File: config.mk
export PLATFORM = sky130hd
export DESIGN_NAME = alu_instr_sequencer_flat
export DESIGN_NICKNAME = d
export VERILOG_FILES = /design/src/rtl/cpu_isa_pkg.sv /design/src/rtl/alu_instr_sequencer_if.sv /design/src/rtl/reg_select_decoder.sv /design/src/rtl/alu_instr_sequencer.sv /design/src/flat_wrapper.sv
export SDC_FILE = /design/constraint.sdc
export NUM_CORES = 1
export LEC_CHECK = 0
export CAP_MARGIN = 0
export CORE_AREA = 2 2 67 69
export DETAILED_ROUTE_END_ITERATION = 16
export DIE_AREA = 0 0 69 71
export PLACE_DENSITY = 0.75
export SYNTH_ARGS = -nofsm -noshare
export SYNTH_HDL_FRONTEND = slang
export SYNTH_SLANG_ARGS = --single-unit
export TNS_END_PERCENT = 50
File: constraint.sdc
create_clock -name clock -period 2.1 [get_ports clock]
set_clock_uncertainty 0.05 [all_clocks]
set_input_delay 0.315 -clock clock [delete_from_list [all_inputs] [get_ports clock]]
set_output_delay 0.315 -clock clock [all_outputs]
set_load 0.01 [all_outputs]
File: src/rtl/cpu_isa_pkg.sv
// Shared ISA definitions: opcodes, IR field positions, sequencer states, ALU select encoding.
package cpu_isa_pkg;

  localparam int unsigned OP_W     = 5;
  localparam int unsigned REG_W    = 4;
  localparam int unsigned NUM_REGS = 16;
  localparam int unsigned ALU_OP_W = 11;

  // IR field MSB positions (fields are OP_W / REG_W bits wide, MSB-first)
  localparam int unsigned IR_OP_MSB = 31;
  localparam int unsigned IR_RA_MSB = 26;
  localparam int unsigned IR_RB_MSB = 22;
  localparam int unsigned IR_RC_MSB = 18;

  localparam logic [OP_W-1:0] OP_ADD  = 5'h03;
  localparam logic [OP_W-1:0] OP_SUB  = 5'h04;
  localparam logic [OP_W-1:0] OP_AND  = 5'h05;
  localparam logic [OP_W-1:0] OP_OR   = 5'h06;
  localparam logic [OP_W-1:0] OP_ROR  = 5'h07;
  localparam logic [OP_W-1:0] OP_ROL  = 5'h08;
  localparam logic [OP_W-1:0] OP_SHR  = 5'h09;
  localparam logic [OP_W-1:0] OP_SHRA = 5'h0A;
  localparam logic [OP_W-1:0] OP_SHL  = 5'h0B;
  localparam logic [OP_W-1:0] OP_NEG  = 5'h11;
  localparam logic [OP_W-1:0] OP_NOT  = 5'h12;

  // Bit positions inside the one-hot alu_op vector
  localparam int unsigned ALU_ADD  = 0;
  localparam int unsigned ALU_SUB  = 1;
  localparam int unsigned ALU_AND  = 2;
  localparam int unsigned ALU_OR   = 3;
  localparam int unsigned ALU_SHR  = 4;
  localparam int unsigned ALU_SHRA = 5;
  localparam int unsigned ALU_SHL  = 6;
  localparam int unsigned ALU_ROR  = 7;
  localparam int unsigned ALU_ROL  = 8;
  localparam int unsigned ALU_NEG  = 9;
  localparam int unsigned ALU_NOT  = 10;

  typedef enum logic [2:0] {
    ST_IDLE = 3'd0,
    ST_T0   = 3'd1,
    ST_T1   = 3'd2,
    ST_T2   = 3'd3,
    ST_T3   = 3'd4,
    ST_T4   = 3'd5,
    ST_T5   = 3'd6,
    ST_HALT = 3'd7
  } state_e;

  // Opcode to one-hot ALU select; all-zero means the opcode is illegal
  function automatic logic [ALU_OP_W-1:0] alu_decode(input logic [OP_W-1:0] op);
    logic [ALU_OP_W-1:0] oh;
    oh = '0;
    case (op)
      OP_ADD:  oh[ALU_ADD]  = 1'b1;
      OP_SUB:  oh[ALU_SUB]  = 1'b1;
      OP_AND:  oh[ALU_AND]  = 1'b1;
      OP_OR:   oh[ALU_OR]   = 1'b1;
      OP_SHR:  oh[ALU_SHR]  = 1'b1;
      OP_SHRA: oh[ALU_SHRA] = 1'b1;
      OP_SHL:  oh[ALU_SHL]  = 1'b1;
      OP_ROR:  oh[ALU_ROR]  = 1'b1;
      OP_ROL:  oh[ALU_ROL]  = 1'b1;
      OP_NEG:  oh[ALU_NEG]  = 1'b1;
      OP_NOT:  oh[ALU_NOT]  = 1'b1;
      default: oh = '0;
    endcase
    return oh;
  endfunction

endpackage

File: src/rtl/alu_instr_sequencer_if.sv
// Sequencer <-> datapath control bundle. INSTR_COUNT_EN adds the retired-instruction counter.
interface alu_instr_sequencer_if;
  import cpu_isa_pkg::*;

  logic                run;
  logic                mem_ready;
  logic [31:0]         IR;
  logic [NUM_REGS-1:0] Rin;
  logic [NUM_REGS-1:0] Rout;
  logic                PCout;
  logic                MARin;
  logic                IncPC;
  logic                Zin;
  logic                Zlowout;
  logic                PCin;
  logic                Read;
  logic                MDRin;
  logic                MDRout;
  logic                IRin;
  logic                Yin;
  logic [ALU_OP_W-1:0] alu_op;
  logic                busy;
  logic                halted;
`ifdef INSTR_COUNT_EN
  logic [31:0]         instr_count;
`endif

  // Sequencer side
  modport master (
    input  run, mem_ready, IR,
    output Rin, Rout, PCout, MARin, IncPC, Zin, Zlowout, PCin, Read,
           MDRin, MDRout, IRin, Yin, alu_op, busy, halted
`ifdef INSTR_COUNT_EN
    , output instr_count
`endif
  );

  // Datapath / controller side
  modport slave (
    output run, mem_ready, IR,
    input  Rin, Rout, PCout, MARin, IncPC, Zin, Zlowout, PCin, Read,
           MDRin, MDRout, IRin, Yin, alu_op, busy, halted
`ifdef INSTR_COUNT_EN
    , input instr_count
`endif
  );
endinterface

File: src/rtl/reg_select_decoder.sv
// Picks Ra/Rb/Rc from IR and turns it into one-hot register load/drive strobes.
module reg_select_decoder
  import cpu_isa_pkg::*;
(
  input  logic [31:0]         ir,
  input  logic                gra,
  input  logic                grb,
  input  logic                grc,
  input  logic                rin_en,
  input  logic                rout_en,
  output logic [NUM_REGS-1:0] rin,
  output logic [NUM_REGS-1:0] rout
);

  logic [REG_W-1:0]    sel;
  logic [NUM_REGS-1:0] onehot;
  logic                unused_ir;

  assign unused_ir = ^{ir[31:27], ir[14:0]};

  // Field select, one-hot expand, gate by strobe enables
  always_comb begin
    sel = '0;
    if (gra)      sel = ir[IR_RA_MSB -: REG_W];
    else if (grb) sel = ir[IR_RB_MSB -: REG_W];
    else if (grc) sel = ir[IR_RC_MSB -: REG_W];
    onehot = NUM_REGS'(1) << sel;
    rin    = rin_en  ? onehot : '0;
    rout   = rout_en ? onehot : '0;
  end

endmodule

File: src/rtl/alu_instr_sequencer.sv
// Fetch/execute control-step sequencer for register-register ALU instructions.
// Optional build macro: INSTR_COUNT_EN adds a 32-bit retired-instruction counter.
module alu_instr_sequencer
  import cpu_isa_pkg::*;
#(
  parameter int unsigned MEM_WAIT_MAX = 15
)(
  input  logic                  clock,
  input  logic                  clear,
  alu_instr_sequencer_if.master bus
);

  state_e              state_q, state_d;
  logic [3:0]          wait_cnt_q, wait_cnt_d;
  logic [ALU_OP_W-1:0] alu_dec;
  logic                legal, unary;
  logic                gra, grb, grc, rin_en, rout_en;

  assign alu_dec = alu_decode(bus.IR[IR_OP_MSB -: OP_W]);
  assign legal   = |alu_dec;
  assign unary   = alu_dec[ALU_NEG] | alu_dec[ALU_NOT];

  // State and memory-wait counter registers
  always_ff @(posedge clock or negedge clear) begin
    if (!clear) begin
      state_q    <= ST_IDLE;
      wait_cnt_q <= '0;
    end else begin
      state_q    <= state_d;
      wait_cnt_q <= wait_cnt_d;
    end
  end

  // Next-state and wait-counter update
  always_comb begin
    state_d    = state_q;
    wait_cnt_d = wait_cnt_q;
    case (state_q)
      ST_IDLE: if (bus.run) state_d = ST_T0;
      ST_T0:   state_d = ST_T1;
      ST_T1: begin
        if (bus.mem_ready) begin
          state_d    = ST_T2;
          wait_cnt_d = '0;
        end else if (wait_cnt_q == 4'(MEM_WAIT_MAX)) begin
          state_d = ST_HALT;
        end else begin
          wait_cnt_d = wait_cnt_q + 4'd1;
        end
      end
      ST_T2:   state_d = ST_T3;
      ST_T3: begin
        if (!legal)     state_d = ST_HALT;
        else if (unary) state_d = ST_T5;
        else            state_d = ST_T4;
      end
      ST_T4:   state_d = ST_T5;
      ST_T5:   state_d = bus.run ? ST_T0 : ST_IDLE;
      ST_HALT: state_d = ST_HALT;
      default: state_d = ST_IDLE;
    endcase
  end

  // Strobe decode; PCin/Zlowout in T1 wait for mem_ready so PC advances once
  always_comb begin
    bus.PCout   = 1'b0;
    bus.MARin   = 1'b0;
    bus.IncPC   = 1'b0;
    bus.Zin     = 1'b0;
    bus.Zlowout = 1'b0;
    bus.PCin    = 1'b0;
    bus.Read    = 1'b0;
    bus.MDRin   = 1'b0;
    bus.MDRout  = 1'b0;
    bus.IRin    = 1'b0;
    bus.Yin     = 1'b0;
    bus.alu_op  = '0;
    gra         = 1'b0;
    grb         = 1'b0;
    grc         = 1'b0;
    rin_en      = 1'b0;
    rout_en     = 1'b0;
    bus.busy    = !(state_q inside {ST_IDLE, ST_HALT});
    bus.halted  = (state_q == ST_HALT);
    case (state_q)
      ST_T0: begin
        bus.PCout = 1'b1;
        bus.MARin = 1'b1;
        bus.IncPC = 1'b1;
        bus.Zin   = 1'b1;
      end
      ST_T1: begin
        bus.Read    = 1'b1;
        bus.MDRin   = 1'b1;
        bus.Zlowout = bus.mem_ready;
        bus.PCin    = bus.mem_ready;
      end
      ST_T2: begin
        bus.MDRout = 1'b1;
        bus.IRin   = 1'b1;
      end
      ST_T3: begin
        if (legal) begin
          grb     = 1'b1;
          rout_en = 1'b1;
          if (unary) begin
            bus.alu_op = alu_dec;
            bus.Zin    = 1'b1;
          end else begin
            bus.Yin = 1'b1;
          end
        end
      end
      ST_T4: begin
        grc        = 1'b1;
        rout_en    = 1'b1;
        bus.alu_op = alu_dec;
        bus.Zin    = 1'b1;
      end
      ST_T5: begin
        bus.Zlowout = 1'b1;
        gra         = 1'b1;
        rin_en      = 1'b1;
      end
      default: ;
    endcase
  end

  reg_select_decoder u_reg_sel (
    .ir      (bus.IR),
    .gra     (gra),
    .grb     (grb),
    .grc     (grc),
    .rin_en  (rin_en),
    .rout_en (rout_en),
    .rin     (bus.Rin),
    .rout    (bus.Rout)
  );

`ifdef INSTR_COUNT_EN
  logic [31:0] instr_count_q, instr_count_d;

  // Count retired instructions (one per T5), wrapping naturally
  always_comb begin
    instr_count_d = instr_count_q;
    if (state_q == ST_T5) instr_count_d = instr_count_q + 32'd1;
  end

  // Counter register
  always_ff @(posedge clock or negedge clear) begin
    if (!clear) instr_count_q <= '0;
    else        instr_count_q <= instr_count_d;
  end

  assign bus.instr_count = instr_count_q;
`endif

  bus_exclusive_a: assert property (@(posedge clock) disable iff (!clear)
    $onehot0({bus.Rout, bus.PCout, bus.Zlowout, bus.MDRout}));

  alu_op_onehot_a: assert property (@(posedge clock) disable iff (!clear)
    $onehot0(bus.alu_op));

endmodule

File: src/flat_wrapper.sv
// flat-port wrapper written by rule: the top's interface ports become plain ports
module alu_instr_sequencer_flat import cpu_isa_pkg::*;
#(
  parameter int unsigned MEM_WAIT_MAX = 15
)
  (clock, clear, bus_run, bus_mem_ready, bus_IR, bus_Rin, bus_Rout, bus_PCout, bus_MARin, bus_IncPC, bus_Zin, bus_Zlowout, bus_PCin, bus_Read, bus_MDRin, bus_MDRout, bus_IRin, bus_Yin, bus_alu_op, bus_busy, bus_halted);
  alu_instr_sequencer_if bus_i ();
  input  logic clock;
  input  logic clear;
  input wire logic [$bits(bus_i.run)-1:0] bus_run;
  input wire logic [$bits(bus_i.mem_ready)-1:0] bus_mem_ready;
  input wire logic [$bits(bus_i.IR)-1:0] bus_IR;
  output wire logic [$bits(bus_i.Rin)-1:0] bus_Rin;
  output wire logic [$bits(bus_i.Rout)-1:0] bus_Rout;
  output wire logic [$bits(bus_i.PCout)-1:0] bus_PCout;
  output wire logic [$bits(bus_i.MARin)-1:0] bus_MARin;
  output wire logic [$bits(bus_i.IncPC)-1:0] bus_IncPC;
  output wire logic [$bits(bus_i.Zin)-1:0] bus_Zin;
  output wire logic [$bits(bus_i.Zlowout)-1:0] bus_Zlowout;
  output wire logic [$bits(bus_i.PCin)-1:0] bus_PCin;
  output wire logic [$bits(bus_i.Read)-1:0] bus_Read;
  output wire logic [$bits(bus_i.MDRin)-1:0] bus_MDRin;
  output wire logic [$bits(bus_i.MDRout)-1:0] bus_MDRout;
  output wire logic [$bits(bus_i.IRin)-1:0] bus_IRin;
  output wire logic [$bits(bus_i.Yin)-1:0] bus_Yin;
  output wire logic [$bits(bus_i.alu_op)-1:0] bus_alu_op;
  output wire logic [$bits(bus_i.busy)-1:0] bus_busy;
  output wire logic [$bits(bus_i.halted)-1:0] bus_halted;
  assign bus_i.run = bus_run;
  assign bus_i.mem_ready = bus_mem_ready;
  assign bus_i.IR = bus_IR;
  assign bus_Rin = bus_i.Rin;
  assign bus_Rout = bus_i.Rout;
  assign bus_PCout = bus_i.PCout;
  assign bus_MARin = bus_i.MARin;
  assign bus_IncPC = bus_i.IncPC;
  assign bus_Zin = bus_i.Zin;
  assign bus_Zlowout = bus_i.Zlowout;
  assign bus_PCin = bus_i.PCin;
  assign bus_Read = bus_i.Read;
  assign bus_MDRin = bus_i.MDRin;
  assign bus_MDRout = bus_i.MDRout;
  assign bus_IRin = bus_i.IRin;
  assign bus_Yin = bus_i.Yin;
  assign bus_alu_op = bus_i.alu_op;
  assign bus_busy = bus_i.busy;
  assign bus_halted = bus_i.halted;
  alu_instr_sequencer #(.MEM_WAIT_MAX(MEM_WAIT_MAX)) u_core (.clock(clock), .clear(clear), .bus(bus_i));
endmodule
==> impl_metrics.tcl, run 1 <==
set metrics [dict create \
    run_status "finished, violations left" \
    violations "setup timing" \
    core_area_um2 4200 \
    syn-cell-area_um2 1240 \
    rr_worst_depth 8 \
    start_util_pct 29.5 \
    p_comb_share_pct 85.3 \
    grt_pass1_wl_um 9190 \
    crit_family "buffers and inverters" \
    ff2ff_setup_slack_ns 0.23 \
    synth_area_leaders "dfrtp_1 14%, nor2_1 12%, nand2_1 7.3%" \
    rsz0062_at_grt "yes" \
    worstReg2RegStart "u_core.state_q[0]$_DFFE_PN0P_" \
    drt_iter0_drc 118 \
    synth_top_cell_area_share_pct 14.1 \
    tritoncts "yes" \
    synth_common_cells "40 x nor2_1, 24 x nand2_1, 12 x nor3_1, 9 x nor2b_1" \
    die_h_um 71 \
    async_flop_share_pct 100 \
    worstPathRequired_ns 1.74 \
    place_congestion 0.839 \
    diodes 0 \
    crit_slowest_cell "dfrtp_2" \
    crit_path_start_kind "flip-flop" \
    critPathMaxFanout 5 \
    post-route-period-util_pct 117 \
    totalWireLength_um 6780 \
    synth-compound-area-share_pct 24.6 \
    synth_mux_area_share_pct 0.909 \
    ys_seq_elements 7 \
    overflow 0 \
    total_power_w 0.00335 \
    cts_max_path_buffers 2 \
    synthCells 187 \
    avgSynthCellArea_um2 6.62 \
    path_buf_inv 6 \
    r2r-end "u_core.state_q[2]$_DFFE_PN0P_" \
    grt_max_degree 10 \
    slew_violations 0 \
    synthFlopType "dfrtp_1" \
    netSwitchingFraction_pct 46.7 \
    p_seq_share_pct 8.9 \
    arrival_ns 2.10 \
    pwr-share-clk_pct 5.7 \
    post-dp-hpwl_um 3640 \
    max_stage_delay_ns 0.45 \
    p_sw_w 0.00156 \
    die_x_um 69 \
    synthToLayoutAreaGrowth_pct 139 \
    wl_per_cell_um 17.3 \
    cts_htree_levels 1 \
    hold_viol 0 \
    clkTransAtPathRegs_ns 0.04 \
    yosys.area_share.simple_pct 51.8 \
    num_rows 24 \
    clock-sinks 7 \
    hp-class "in -> async" \
    worst_path_most_repeated_cell "buf_6" \
    antenna_left 0 \
    dpl.cell_count 349 \
    worstMarginPinSlew_ns 0.523 \
    seq_area_frac_synth_pct 14.1 \
    synth_top_family_by_area "simple AND/OR/NAND/NOR gates" \
    intPower_w 0.00178 \
    power.leakage_nw 1.43 \
    finalNetCount 377 \
    yosys_warnings 0 \
    place_ws_ns -1.08 \
    power_density_nw_per_um2 1130 \
    postLayoutCoreUtil_pct 70.3 \
    critPathCaptureType "output port" \
    fin_crit_ns 2.47 \
    fillerInstances 323 \
    dieArea_um2 4900 \
    setup_viol 33 \
    fin_cells 391 \
    max_freq_mhz 405 \
    clockRootBuffer "clkbuf_8" \
    relSlewSlack_pct 64.9 \
    ios 92 \
    critPathKind "reg -> out" \
    numCtsBuffers 3 \
    synth.distinct_cells 48 \
    synth_nets 224 \
    first_pass_iters 4 \
    synth_edf_count 0 \
    synth_fa_ha_area_share_pct 1.01 \
    antenna_found_initial 0 \
    ir_drop_uv 645 \
    fin_ws_ns -0.367 \
    grt.total_usage_pct 22.2 \
    crit_chain "buf_6 > and4b_1 > a31oi_1 > buf_4 > buf_6 > o211a_1 > buf_6 > buf_6 > nor3b_2 > buf_2" \
    clk_latency_ns 0.23 \
    synth_most_common_cell "nor2_1" \
    max_cap_violations 0 \
    portBuffers 76 \
    via_per_inst 5.42 \
    setup-tns-final_ns -7.85 \
    drc_errors 0 \
    crit_cells 10 \
    grt_pass1_vias 1988 \
    synthXorXnorAreaFrac_pct 0.707 \
    num_vias 2119 \
    synth_area_leader_cell "dfrtp_1" \
    drive_gt1_share_pct 60.8 \
]
-- final cells by class --
| cell class | count | area (um2) | area share (%) |
|---|---|---|---|
| sequential | 7 | 178 | 6.01 |
| tap | 52 | 65.1 | 2.20 |
| inverter | 1 | 3.75 | 0.127 |
| multi-input combinational | 166 | 1340 | 45.3 |
| clock buffer | 4 | 45.0 | 1.52 |
| timing repair buffer | 161 | 1330 | 44.9 |
-- routing by layer --
layer	track usage [%]	vias to the layer above	routed length (um)
met5	0	-	0
met1	26.3	1010	2540
met4	6.75	0	213
met2	41.0	105	3540
met3	3.42	22	484
li1	-	982	-
-- worst max path at each step --
stage	from	endpoint	slack, ns
after global placement	bus_IR[28]	bus_Rout[8]	-1.04
after CTS	bus_IR[30]	bus_Rout[0]	-0.35
after floorplan	bus_IR[29]	bus_Rin[13]	0.009
final	u_core.state_q[0]$_DFFE_PN0P_	bus_Rout[0]	-0.37
after global routing	u_core.state_q[0]$_DFFE_PN0P_	bus_Rout[0]	-0.45
after detailed placement	bus_IR[30]	bus_Rout[0]	-1.08
-- cells in the final DEF (no fill, tap or decap), types with 3 or more instances in the layout --
master and instances:
nand2b_1 6, nand2_1 11, nor3_2 9, o211a_4 3, nand2_2 6, nor2_1 29
nand2_4 8, buf_6 28, o21ai_0 3, nor2b_1 5, nor3b_2 3, a21oi_1 6
nor2_4 5, buf_4 60, nand3_1 3, nor2_2 6, dlymetal6s2s_1 3, clkbuf_8 3
and3b_1 4, nand3_2 4, dlygate4sd2_1 12, dfrtp_1 5, clkdlybuf4s15_1 3, clkdlybuf4s50_1 15
clkbuf_2 5, buf_2 31, nor3_1 3
-- power by group through the flow --
| stage | logic, W | clock network [W] | registers [W] |
|---|---|---|---|
| floorplan | 0.000981 | 0 | 0.000251 |
| global route | 0.00301 | 0.000202 | 0.000309 |
| global placement | 0.00175 | 0 | 0.000287 |
| finish | 0.00285 | 0.000192 | 0.000299 |
| CTS | 0.00240 | 0.000198 | 0.000294 |
| detailed placement | 0.00179 | 0 | 0.000293 |
-- flip-flops by register name, summed over array words and instances (netlist names) --
register	cells
u_core.state_q	3
u_core.wait_cnt_q	4
-- per-stage QoR --
stage / instance area (um2) / hold slack [ns]
2_1_floorplan: 1240 / -0.0306
3_3_place_gp: 2340 / 0.496
3_5_place_dp: 2340 / 0.512
4_1_cts: 2710 / 0.313
5_1_grt: 2960 / 0.328
6_report: 2960 / 0.308
-- kinds of logic (layout without fill, tap and decap cells) --
group,Yosys count,after routing
and+or+nand+nor,126,126
AOI/OAI and AO/OA,36,37
buffers and inverters,15,166
DFF,7,7
adders and majority gates,1,1
xor gates and xnor gates,1,1
muxes,1,1
-- what timing repair did --
item	CTS	global route
gates cloned	3	0
endpoints found under the setup margin	52	49
gates resized for setup	235	71
hold buffers	0	0
pin swaps	39	20
buffers inserted	28	8
(Power assumes the default switching activity.)
==> inputs of run 2 (changes only) <==
--- a/config.mk
+++ b/config.mk
@@ -9,7 +9,9 @@
 export CORE_AREA = 2 2 67 69
 export DETAILED_ROUTE_END_ITERATION = 16
 export DIE_AREA = 0 0 69 71
+export GPL_TIMING_DRIVEN = 0
 export PLACE_DENSITY = 0.75
+export SLEW_MARGIN = 20
 export SYNTH_ARGS = -nofsm -noshare
 export SYNTH_HDL_FRONTEND = slang
 export SYNTH_SLANG_ARGS = --single-unit
==> impl_metrics.tcl, run 2 (synthesis gave the netlist of run 1 again) <==
set metrics [dict create \
    cts_max_path_buffers 2 \
    synthToLayoutAreaGrowth_pct 106 \
    grt_pass1_vias 1774 \
    run_status "finished, violations left" \
    first_pass_iters 4 \
    post-dp-hpwl_um 3230 \
    ir_drop_uv 630 \
    clkTransAtPathRegs_ns 0.04 \
    total_power_w 0.00299 \
    fin_cells 355 \
    max_stage_delay_ns 0.47 \
    violations "setup timing" \
    worstMarginPinSlew_ns 0.514 \
    intPower_w 0.00155 \
    ios 92 \
    top_register "u_core.wait_cnt_q" \
    slew_violations 0 \
    clock-sinks 7 \
    hold_viol 0 \
    clk_latency_ns 0.23 \
    arrival_ns 2.20 \
    antenna_found_initial 0 \
    clockRootBuffer "clkbuf_8" \
    fin_ws_ns -0.466 \
    diodes 0 \
    critPathMaxFanout 7 \
    power.leakage_nw 1.18 \
    finalNetCount 341 \
    max_freq_mhz 390 \
    reg_top3 "u_core.wait_cnt_q (4), u_core.state_q (3)" \
    fin_area_um2 2550 \
    wl_met2_um 3130 \
    drive_gt1_share_pct 53.1 \
    place_ws_ns -1.15 \
    fillerInstances 377 \
    hp-class "in -> async" \
    portBuffers 74 \
    p_sw_w 0.00144 \
    pwr-share-clk_pct 6.5 \
    grt_max_degree 11 \
    tritoncts "yes" \
    overflow 0 \
    top_layer "met4" \
    die_x_um 69 \
    p_seq_share_pct 9.7 \
    critPathCaptureType "output port" \
    antenna_left 0 \
    crit_path_start_kind "input pin" \
    fin_crit_ns 2.57 \
    place_congestion 0.784 \
    core_area_um2 4200 \
    crit_chain "buf_8 > buf_4 > nor3b_2 > nor2_1 > a21oi_1 > nand3_2 > nor2_1 > clkdlybuf4s15_1" \
    post_dp_cell_area_um2 2050 \
    power_density_nw_per_um2 1170 \
    drt_iter0_drc 133 \
    numCtsBuffers 3 \
    rsz0062_at_grt "yes" \
    dpl.cell_count 313 \
    die_h_um 71 \
    holdBufCountCts 0 \
    final_common_cell "buf_4" \
    max_cap_violations 0 \
    crit_slowest_cell "nor3b_2" \
    mostFrequentLayoutCells "40 x buf_4, 30 x nor2_1, 30 x buf_2" \
    totalWireLength_um 6140 \
    grt_pass1_wl_um 8380 \
    drc_errors 0 \
    worst_path_most_repeated_cell "nor2_1" \
    relSlewSlack_pct 65.6 \
    cts_htree_levels 1 \
    grt.total_usage_pct 20.5 \
    num_vias 1932 \
    start_util_pct 29.5 \
    wl_met3_um 317 \
    setup_viol 43 \
    largest_register_ff_count 4 \
    critPathKind "in -> out" \
    via_per_inst 5.44 \
    worstPathRequired_ns 1.74 \
    dieArea_um2 4900 \
    post-route-period-util_pct 122 \
    wl_per_cell_um 17.3 \
    p_comb_share_pct 83.8 \
    whs_ns 0.291 \
    netSwitchingFraction_pct 48.2 \
    drt-met1-wl_um 2360 \
    num_rows 24 \
]
## run 2: cell count changes in the layout (fill, tap and decap cells not counted), moves of 4 or more
cell	delta
buf_4	-20
buf_6	-16
clkbuf_2	+5
nor2_4	-4
## run 2: power by group through the flow
stage                     registers [W]  logic, W  clock network, W
after CTS                      0.000275   0.00203          0.000196
after floorplan                0.000251  0.000981                 0
after global placement         0.000263   0.00146                 0
final                          0.000291   0.00251          0.000194
after global routing           0.000300   0.00264          0.000206
after detailed placement       0.000268   0.00149                 0
## run 2: critical path, delay by kind of cell
kind | cells | cell delay (ns)
buffers and inverters | 3 | 0.50
and+or+nand+nor | 4 | 1.03
AOI/OAI and AO/OA | 1 | 0.35
## run 2: stage by stage
stage               util (%)  setup TNS, ns
finish                  60.7         -11.91
CTS                     55.8          -7.03
global route            60.7         -15.43
detailed placement      48.7         -39.53
global placement        48.7         -38.56
floorplan                  -              0
## run 2: layer usage
| layer | vias to the layer above | track usage (%) |
|---|---|---|
| met5 | - | 0 |
| met4 | 0 | 9.37 |
| met1 | 914 | 24.5 |
| li1 | 898 | - |
| met3 | 32 | 3.13 |
| met2 | 88 | 36.3 |
## run 2: worst paths after layout
path	startpoint	end	slack [ns]	depth (start not counted)
min reg2reg	u_core.wait_cnt_q[1]$_DFFE_PN0P_	u_core.wait_cnt_q[1]$_DFFE_PN0P_	0.52	2
max in group asynchronous	clear	u_core.state_q[0]$_DFFE_PN0P_	1.45	1
min	clear	u_core.state_q[1]$_DFFE_PN0P_	0.29	1
max reg2reg	u_core.state_q[0]$_DFFE_PN0P_	u_core.state_q[2]$_DFFE_PN0P_	0.37	6
max	bus_IR[30]	bus_Rout[12]	-0.47	8
min in group clock	u_core.wait_cnt_q[1]$_DFFE_PN0P_	u_core.wait_cnt_q[1]$_DFFE_PN0P_	0.52	2
## run 2: repair_timing
action | CTS | global route
gates cloned | 4 | 0
hold endpoints to repair | 0 | 0
pin swaps | 24 | 18
resized for setup | 233 | 60
endpoints found under the setup margin | 56 | 43
setup buffers | 19 | 17
## run 2: cell type report
cell class,count,area (um2),share of cell area [%]
Buffer,14,124,4.85
Clock buffer,4,45.0,1.76
Inverter,1,6.26,0.245
Multi-Input combinational cell,165,1280,50.0
Sequential cell,7,178,6.96
Tap cell,52,65.1,2.55
Timing Repair Buffer,112,857,33.6
==> inputs of run 3 (changes only) <==
--- a/config.mk
+++ b/config.mk
@@ -11,6 +11,7 @@
 export DIE_AREA = 0 0 69 71
 export GPL_TIMING_DRIVEN = 0
 export PLACE_DENSITY = 0.75
+export RECOVER_POWER = 50
 export SLEW_MARGIN = 20
 export SYNTH_ARGS = -nofsm -noshare
 export SYNTH_HDL_FRONTEND = slang
==> impl_metrics.tcl, run 3 (synthesis gave the netlist of run 1 again) <==
set metrics [dict create \
    overflow 0 \
    reg_top3 "u_core.wait_cnt_q (4), u_core.state_q (3)" \
    clockRootBuffer "clkbuf_8" \
    arrival_ns 2.20 \
    clkTransAtPathRegs_ns 0.04 \
    critPathKind "in -> out" \
    slew_violations 0 \
    hold_viol 0 \
    grt_max_degree 11 \
    max_cap_violations 0 \
    power_density_nw_per_um2 1170 \
    crit_path_start_kind "input pin" \
    tritoncts "yes" \
    worstPathRequired_ns 1.74 \
    worst_path_most_repeated_cell "nor2_1" \
    holdBufCountCts 0 \
    drt_iter0_drc 133 \
    numCtsBuffers 3 \
    fin_ws_ns -0.466 \
    critPathMaxFanout 7 \
    core_area_um2 4200 \
    first_pass_iters 4 \
    relSlewSlack_pct 65.6 \
    num_rows 24 \
    violations "setup timing" \
    die_h_um 71 \
    antenna_left 0 \
    fin_crit_ns 2.57 \
    drc_errors 0 \
    wl_per_cell_um 17.3 \
    fillerInstances 377 \
    grt_pass1_vias 1774 \
    max_freq_mhz 390 \
    start_util_pct 29.5 \
    grt.total_usage_pct 20.5 \
    top_register "u_core.wait_cnt_q" \
    place_congestion 0.784 \
    whs_ns 0.361 \
    ir_drop_uv 630 \
    synthToLayoutAreaGrowth_pct 106 \
    critPathCaptureType "output port" \
    finalNetCount 341 \
    rsz0062_at_grt "yes" \
    dpl.cell_count 313 \
    diodes 0 \
    worstMarginPinSlew_ns 0.514 \
    portBuffers 74 \
    crit_slowest_cell "nor3b_2" \
    cts_htree_levels 1 \
    post-dp-hpwl_um 3230 \
    crit_chain "buf_8 > buf_4 > nor3b_2 > nor2_1 > a21oi_1 > nand3_2 > nor2_1 > clkdlybuf4s15_1" \
    run_status "finished, violations left" \
    max_stage_delay_ns 0.47 \
    dieArea_um2 4900 \
    final_common_cell "buf_4" \
    ios 92 \
    setup_viol 43 \
    grt_pass1_wl_um 8380 \
    largest_register_ff_count 4 \
    num_vias 1932 \
    fin_cells 355 \
    drive_gt1_share_pct 53.1 \
    via_per_inst 5.44 \
    totalWireLength_um 6140 \
    post-route-period-util_pct 122 \
    mostFrequentLayoutCells "40 x buf_4, 30 x nor2_1, 30 x buf_2" \
    power.leakage_nw 1.18 \
    clock-sinks 7 \
    clk_latency_ns 0.23 \
    die_x_um 69 \
    antenna_found_initial 0 \
    cts_max_path_buffers 2 \
    hp-class "in -> async" \
]
## run 3: changes by cell type in the layout (fill, tap and decap cells not counted)
| cell | before | now |
|---|---|---|
| clkdlybuf4s50_1 | 15 | 14 |
| dlygate4sd3_1 | 0 | 1 |
## run 3: path summary, 6_finish.rpt
kind	from	endpoint	slack, ns	cells past startpoint
max reg2reg	u_core.state_q[0]$_DFFE_PN0P_	u_core.state_q[2]$_DFFE_PN0P_	0.37	6
min in group clock	u_core.wait_cnt_q[1]$_DFFE_PN0P_	u_core.wait_cnt_q[1]$_DFFE_PN0P_	0.52	2
max	bus_IR[30]	bus_Rout[12]	-0.47	8
min reg2reg	u_core.wait_cnt_q[1]$_DFFE_PN0P_	u_core.wait_cnt_q[1]$_DFFE_PN0P_	0.52	2
max in group asynchronous	clear	u_core.state_q[0]$_DFFE_PN0P_	1.38	1
min	clear	u_core.state_q[1]$_DFFE_PN0P_	0.36	1
## run 3: per-layer routing
metal / track usage, % / share of wire [%]
met3: 3.13 / 5.2
met5: 0 / 0
met2: 36.3 / 51
met1: 24.5 / 39
met4: 9.37 / 5.2
## run 3: area by class of cell
cell class,count,area [um2],share of cell area (%)
well taps,52,65.1,2.55
clock buffers,4,45.0,1.76
multi-input cells,165,1280,50.0
repair buffers,112,857,33.6
plain buffers,14,124,4.85
flip-flops and latches,7,178,6.96
inverters,1,6.26,0.245
## run 3: stage by stage
| stage | util [%] | TNS, ns | setup WS [ns] | power, W | instance area [um2] |
|---|---|---|---|---|---|
| 2_1_floorplan | - | 0 | 0.00928 | 0.00123 | 1240 |
| 3_3_place_gp | 48.7 | -38.56 | -1.12 | 0.00173 | 2050 |
| 3_5_place_dp | 48.7 | -39.53 | -1.15 | 0.00176 | 2050 |
| 4_1_cts | 55.8 | -7.03 | -0.285 | 0.00250 | 2350 |
| 5_1_grt | 60.7 | -15.43 | -0.522 | 0.00315 | 2550 |
| 6_report | 60.7 | -11.91 | -0.466 | 0.00299 | 2550 |
## run 3: report_power, final
group	switching, W	total [W]	internal, W
Clock	0.0000622	0.000194	0.000132
Sequential	0.0000888	0.000291	0.000202
Combinational	0.00129	0.00251	0.00122
## run 3: timing repair
item	4_1_cts	5_1_grt
gates cloned	4	0
resized for setup	233	60
pin swaps	24	18
setup endpoints to repair	56	43
buffers inserted	19	17
## run 3: critical path: cells and delay by family
kind                   cells  cell delay (ns)
AO/OA/AOI/OAI              1             0.35
buffers and inverters      3             0.50
AND/OR/NAND/NOR            4             1.03
